$ cat src/rtl/cmd_assembler.sv
// cmd_assembler
// Pairs UART bytes into 16-bit commands (high byte first) for the opcode
// decoder. A half-command that waits too long for its low byte is discarded.
// Each finished command carries its opcode field and a pre-computed opcode
// class, so the decoder can pick a handler without decoding it again.
//
// TIMEOUT_CYC must be >= 2. It is the number of cycles allowed between
// accepting the high byte and accepting the low byte.

module cmd_assembler #(
    parameter int TIMEOUT_CYC = 5000
) (
    input  logic        clk,
    input  logic        rst,
    input  logic [7:0]  rx_byte,
    input  logic        rx_rdy,
    output logic        clr_rx_rdy,
    output logic [15:0] cmd,
    output logic        cmd_rdy,
    input  logic        clr_cmd_rdy,
    output logic [2:0]  opcode,
    output logic [1:0]  cmd_class,
    output logic        overrun,
    output logic        timeout_err
);

    // The counter only has to reach TIMEOUT_CYC-1, and it is cleared there.
    localparam int CW = (TIMEOUT_CYC > 1) ? $clog2(TIMEOUT_CYC) : 1;
    localparam logic [CW-1:0] CNT_TERM = CW'(TIMEOUT_CYC - 1);
    localparam logic [CW-1:0] CNT_ONE  = CW'(1);

    typedef enum logic [1:0] {
        IDLE = 2'd0,
        HIGH = 2'd1,
        FULL = 2'd2
    } state_t;

    state_t         state_reg;
    logic [7:0]     hi_reg;
    logic [CW-1:0]  cnt_reg;
    logic [15:0]    cmd_reg;
    logic [2:0]     opcode_reg;
    logic [1:0]     class_reg;
    logic           cmd_rdy_reg;
    logic           overrun_reg;
    logic           timeout_err_reg;

    // Wildcard opcode class. The order of the tests sets the priority:
    // 0?? -> 1, 10? -> 2, 111 -> 3, and 110 is reserved (0).
    function automatic logic [1:0] classify(input logic [2:0] op);
        logic [1:0] cls;
        casez (op)
            3'b0??:  cls = 2'd1;
            3'b10?:  cls = 2'd2;
            3'b111:  cls = 2'd3;
            default: cls = 2'd0;
        endcase
        return cls;
    endfunction

    // Every offered byte is acknowledged at once, including bytes that get
    // dropped. Nothing is acknowledged while reset is held.
    assign clr_rx_rdy = rx_rdy & ~rst;

    assign cmd         = cmd_reg;
    assign opcode      = opcode_reg;
    assign cmd_class   = class_reg;
    assign cmd_rdy     = cmd_rdy_reg;
    assign overrun     = overrun_reg;
    assign timeout_err = timeout_err_reg;

    // Assembly FSM. It registers the command, opcode and class together, and
    // it produces the single-cycle overrun and timeout_err pulses.
    always_ff @(posedge clk) begin
        if (rst) begin
            state_reg       <= IDLE;
            hi_reg          <= '0;
            cnt_reg         <= '0;
            cmd_reg         <= '0;
            opcode_reg      <= '0;
            class_reg       <= '0;
            cmd_rdy_reg     <= 1'b0;
            overrun_reg     <= 1'b0;
            timeout_err_reg <= 1'b0;
        end else begin
            // The pulses last exactly one cycle unless a branch below sets them.
            overrun_reg     <= 1'b0;
            timeout_err_reg <= 1'b0;

            case (state_reg)
                IDLE: begin
                    if (rx_rdy) begin
                        hi_reg    <= rx_byte;
                        cnt_reg   <= '0;
                        state_reg <= HIGH;
                    end
                end

                HIGH: begin
                    // A low byte arriving in the terminal cycle beats the timeout.
                    if (rx_rdy) begin
                        cmd_reg     <= {hi_reg, rx_byte};
                        opcode_reg  <= hi_reg[7:5];
                        class_reg   <= classify(hi_reg[7:5]);
                        cmd_rdy_reg <= 1'b1;
                        state_reg   <= FULL;
                    end else if (cnt_reg == CNT_TERM) begin
                        timeout_err_reg <= 1'b1;
                        cnt_reg         <= '0;
                        state_reg       <= IDLE;
                    end else begin
                        cnt_reg <= cnt_reg + CNT_ONE;
                    end
                end

                FULL: begin
                    if (clr_cmd_rdy) begin
                        cmd_rdy_reg <= 1'b0;
                        // The same edge that frees the slot can take the next
                        // high byte, so this case is not an overrun.
                        if (rx_rdy) begin
                            hi_reg    <= rx_byte;
                            cnt_reg   <= '0;
                            state_reg <= HIGH;
                        end else begin
                            state_reg <= IDLE;
                        end
                    end else if (rx_rdy) begin
                        // No room for the byte. Drop it and leave the command intact.
                        overrun_reg <= 1'b1;
                    end
                end

                default: begin
                    state_reg <= IDLE;
                end
            endcase
        end
    end

endmodule

$ cat config.mk
export PLATFORM = sky130hd
export DESIGN_NAME = cmd_assembler
export DESIGN_NICKNAME = d
export VERILOG_FILES = /design/src/rtl/cmd_assembler.sv
export SDC_FILE = /design/constraint.sdc
export NUM_CORES = 1
export LEC_CHECK = 0
export CORE_MARGIN = 2
export CORE_UTILIZATION = 50
export CTS_CLUSTER_SIZE = 14
export DETAILED_ROUTE_END_ITERATION = 10
export PLACE_DENSITY = 0.78
export SYNTH_ARGS = -nofsm -noshare
export SYNTH_HDL_FRONTEND = slang
export SYNTH_SLANG_ARGS = --single-unit
$ cat constraint.sdc
create_clock -name clk -period 2 [get_ports clk]
set_input_delay 0.2 -clock clk [delete_from_list [all_inputs] [get_ports clk]]
set_output_delay 0.2 -clock clk [all_outputs]
set_load 0.005 [all_outputs]
==> summary.txt <==
Route
  – Routed vias: 1,599
  – Final wirelength: 3.861 mm
  – Detailed Routing Iterations Pass 1: 4
  – Number of vias per cell after detailed routing: 5.312
  – Wirelength per Cell: 12.83 um
  – Post-DRT Antenna Nets: 0
  – DRC violation total after the first TritonRoute iteration: 106
  – Number of remaining DRC errors: 0

Critical path
  – Type of the setup path with the least slack: in2out
  – Data required time at the worst endpoint: 1.80 ns
  – Crit start category: input pin
  – Category of the worst setup path capture point: output port
  – Reg-to-reg setup timing slack: 0.16 ns
  – Top fanout value on the critical path: 6
  – Worst Path Arrival: 1.67 ns

STA
  – Final-report max-slew violation count: 0
  – Number of endpoints with negative hold slack in the final report: 0
  – Share of the clock period used by the worst path after layout: 93.44%
  – Tightest hold margin: 0.4552 ns
  – Fmax: 0.5351 GHz
  – Final-report setup violation count: 0
  – Final min period: 1.869 ns
  – Unrepaired setup endpoints after global routing: false
  – Setup TNS: 0 ns
  – Slew @ Worst Pin: 0.4871 ns
  – Worst path setup slack after routing: 0.1312 ns
  – Worst-case clock skew: 0.004304 ns
  – Headroom to the max-slew limit: 67.53%

Clock network
  – Total setup buffers inserted after CTS: 0
  – Count of H-tree levels built during CTS: 2
  – Maximum buffer depth of the clock tree: 2
  – Total clock sinks: 44
  – Master cell of the clock root buffer: sky130_fd_sc_hd__clkbuf_8
  – TritonCTS clock tree: done
  – Hold buffer count at CTS: 0
  – Cts bufs inserted: 5
  – Clk pin slew, worst setup/hold paths: 0.08 ns
  – Clock latency on the worst-skew pair: 0.30 ns

Synth
  – Synth Cell Area: 0.001881 mm^2
  – Number of cells produced by synthesis: 215
  – Synthesis warning total: 0
  – Syn Area/Cell: 8.747 um^2
  – Number of synthesized flops with an enable pin: 0
  – Cell taking the most area after synthesis: sky130_fd_sc_hd__dfxtp_1
  – Synth Register Bits: 44
  – Most area-consuming cells after synthesis: sky130_fd_sc_hd__dfxtp_1 47%, sky130_fd_sc_hd__nand2_1 8.4%, sky130_fd_sc_hd__a21oi_1 6.4%, sky130_fd_sc_hd__a211oi_2 4.7%, sky130_fd_sc_hd__mux2i_1 3.7%
  – Share of synthesized flip-flops with an asynchronous set or reset: 0%
  – Proportion of netlist area held by the largest area contributor: 46.84%
  – Synthesized Nets: 228
  – Flip-flop cell with the highest count after synthesis: sky130_fd_sc_hd__dfxtp_1
  – Library cells used by synthesis: 40
  – Sequential-to-total area share from yosys stat: 46.84%

Placement
  – Estimated wirelength of the detail-placed design: 2.706 mm
  – Post-Place Worst Slack: 0.008693 ns
  – GP Congestion: 0.8440
  – Number of cells after detailed placement: 293
  – Placed cell areas: 0.002287 mm^2
  – Port bufs: 36

Floorplanning
  – Die width: 65.33 um
  – I/O pin total: 37
  – Effective utilization at floorplan: 51.76%
  – Rows: 22
  – Core ar.: 0.003633 mm^2
  – Die extent in y: 65.33 um
  – Floorplan die area: 0.004267 mm^2

Worst hold path
  – Hold/Removal Path Class: reg2reg

Layout
  – Max reg flops: 16
  – Total area of sequential cells: 880.8 um^2
  – Fill count: 346
  – Cell Count, Final, Fillers Out: 301
  – Synth-to-layout area growth: 26.88%
  – Final antenna diode count: 0
  – Post-route cell area: 0.002386 mm^2
  – Final net count: 265
  – Layout cells sized above 1: 11.86%
  – Multi-input combinational cell area: 908.4 um^2

Global route
  – Wire length of the first global-routing pass: 6.410 mm
  – Via count of the first global-routing pass: 1,397
  – Initial antenna violation count: 0
  – Aggregate global routing overflow: 0
  – Maximum number of pins on one net before global-route repair: 45
  – Global routing usage summed across all routing layers: 19.86%

Power and ir drop
  – Internal power consumption: 1.287 mW
  – P_sw: 0.4242 mW
  – PwrDens: 717.0 mW/mm^2
  – Largest vdd supply drop: 0.4298 mV
  – Logic pwr share: 12.2%
  – Static Leak: 0.7915 nW
  – Sequential share of power: 54.1%
  – Proportion of total power due to net switching: 24.80%
  – Share of total power in the clock network: 33.7%

Run
  – Max_cap viols: 0

Run status
  – Outcome: completed
==> power groups by stage <==
stage / registers, mW / logic [mW] / clock network [mW]
after global routing: 0.929 / 0.230 / 0.631
after floorplan: 0.942 / 0.124 / 0
final: 0.925 / 0.208 / 0.577
after detailed placement: 0.946 / 0.209 / 0
after global placement: 0.944 / 0.205 / 0
after CTS: 0.925 / 0.209 / 0.591
==> timing repair <==
item,CTS,global route
gates resized for setup,0,1
setup endpoints to repair,0,1
hold endpoints to repair,0,0
==> critical path, cell delays in order <==
cell,delay (ns)
sky130_fd_sc_hd__clkdlybuf4s50_1,0.57
sky130_fd_sc_hd__buf_4,0.18
sky130_fd_sc_hd__nor2b_1,0.19
sky130_fd_sc_hd__clkdlybuf4s50_1,0.53
==> metal layers <==
layer | global-route usage (%) | wire length [um] | vias to the layer above
li1 | - | - | 823
met1 | 25.00 | 1867 | 742
met2 | 30.48 | 1783 | 27
met3 | 6.336 | 128 | 7
met4 | 10.16 | 82 | 0
met5 | 0 | 0 | -
==> area by class of cell <==
class                   instances  area share [%]
flip-flops and latches         44           36.92
well taps                      48           2.517
multi-input cells             153           38.07
clock buffers                   7           3.618
inverters                       2          0.3146
repair buffers                 46           18.25
clock inverters                 1          0.3146
==> cell usage in the layout, fill, tap and decap left out, drive strengths merged, types with 2 or more instances in the layout <==
cell type | Yosys | routed
dfxtp | 44 | 44
nand2 | 42 | 42
clkdlybuf4s50 | 0 | 36
a21oi | 24 | 24
nor2 | 14 | 14
buf | 9 | 10
a211oi | 10 | 10
o21ai | 8 | 8
mux2i | 7 | 7
clkbuf | 7 | 7
nand3 | 6 | 6
o31ai | 5 | 5
or4 | 5 | 5
nor3 | 4 | 4
or3 | 4 | 4
nand2b | 4 | 4
and2 | 2 | 2
nand4 | 2 | 2
and4 | 2 | 2
inv | 2 | 2
nor2b | 2 | 2
==> cell usage after synthesis (5+ instances only) <==
cell	instances
sky130_fd_sc_hd__buf_4	5
sky130_fd_sc_hd__mux2i_1	7
sky130_fd_sc_hd__a211oi_2	7
sky130_fd_sc_hd__or4_1	5
sky130_fd_sc_hd__nand2_1	42
sky130_fd_sc_hd__clkbuf_1	7
sky130_fd_sc_hd__o31ai_1	5
sky130_fd_sc_hd__a21oi_1	24
sky130_fd_sc_hd__dfxtp_1	44
sky130_fd_sc_hd__nand3_1	6
sky130_fd_sc_hd__o21ai_0	8
sky130_fd_sc_hd__nor2_1	13
==> through the flow <==
stage / total power [mW] / util, %
2_1_floorplan: 1.067 / -
3_3_place_gp: 1.149 / 62.95
3_5_place_dp: 1.154 / 62.95
4_1_cts: 1.725 / 65.53
5_1_grt: 1.790 / 65.67
6_report: 1.711 / 65.67
==> path summary, 6_finish.rpt <==
check / end / startpoint / cells past startpoint
worst max-delay path: clr_rx_rdy / rx_rdy / 4
worst min-delay path: cmd[9] / cmd[9] / 2
worst max register to register: cnt_reg[12] / cnt_reg[0] / 5
worst min register to register: cmd[9] / cmd[9] / 2
==> kinds of logic (layout without fill, tap and decap cells) <==
family,after synthesis,after routing,share of synthesized area (%)
xor gates and xnor gates,1,1,0.4658
and+or+nand+nor,93,93,24.62
adders and majority gates,1,1,0.6652
AOI/OAI and AO/OA,51,51,18.56
buffers and inverters,18,56,5.123
DFF,44,44,46.84
muxes,7,7,3.726
Note: power is estimated with default switching activity, not from simulation.
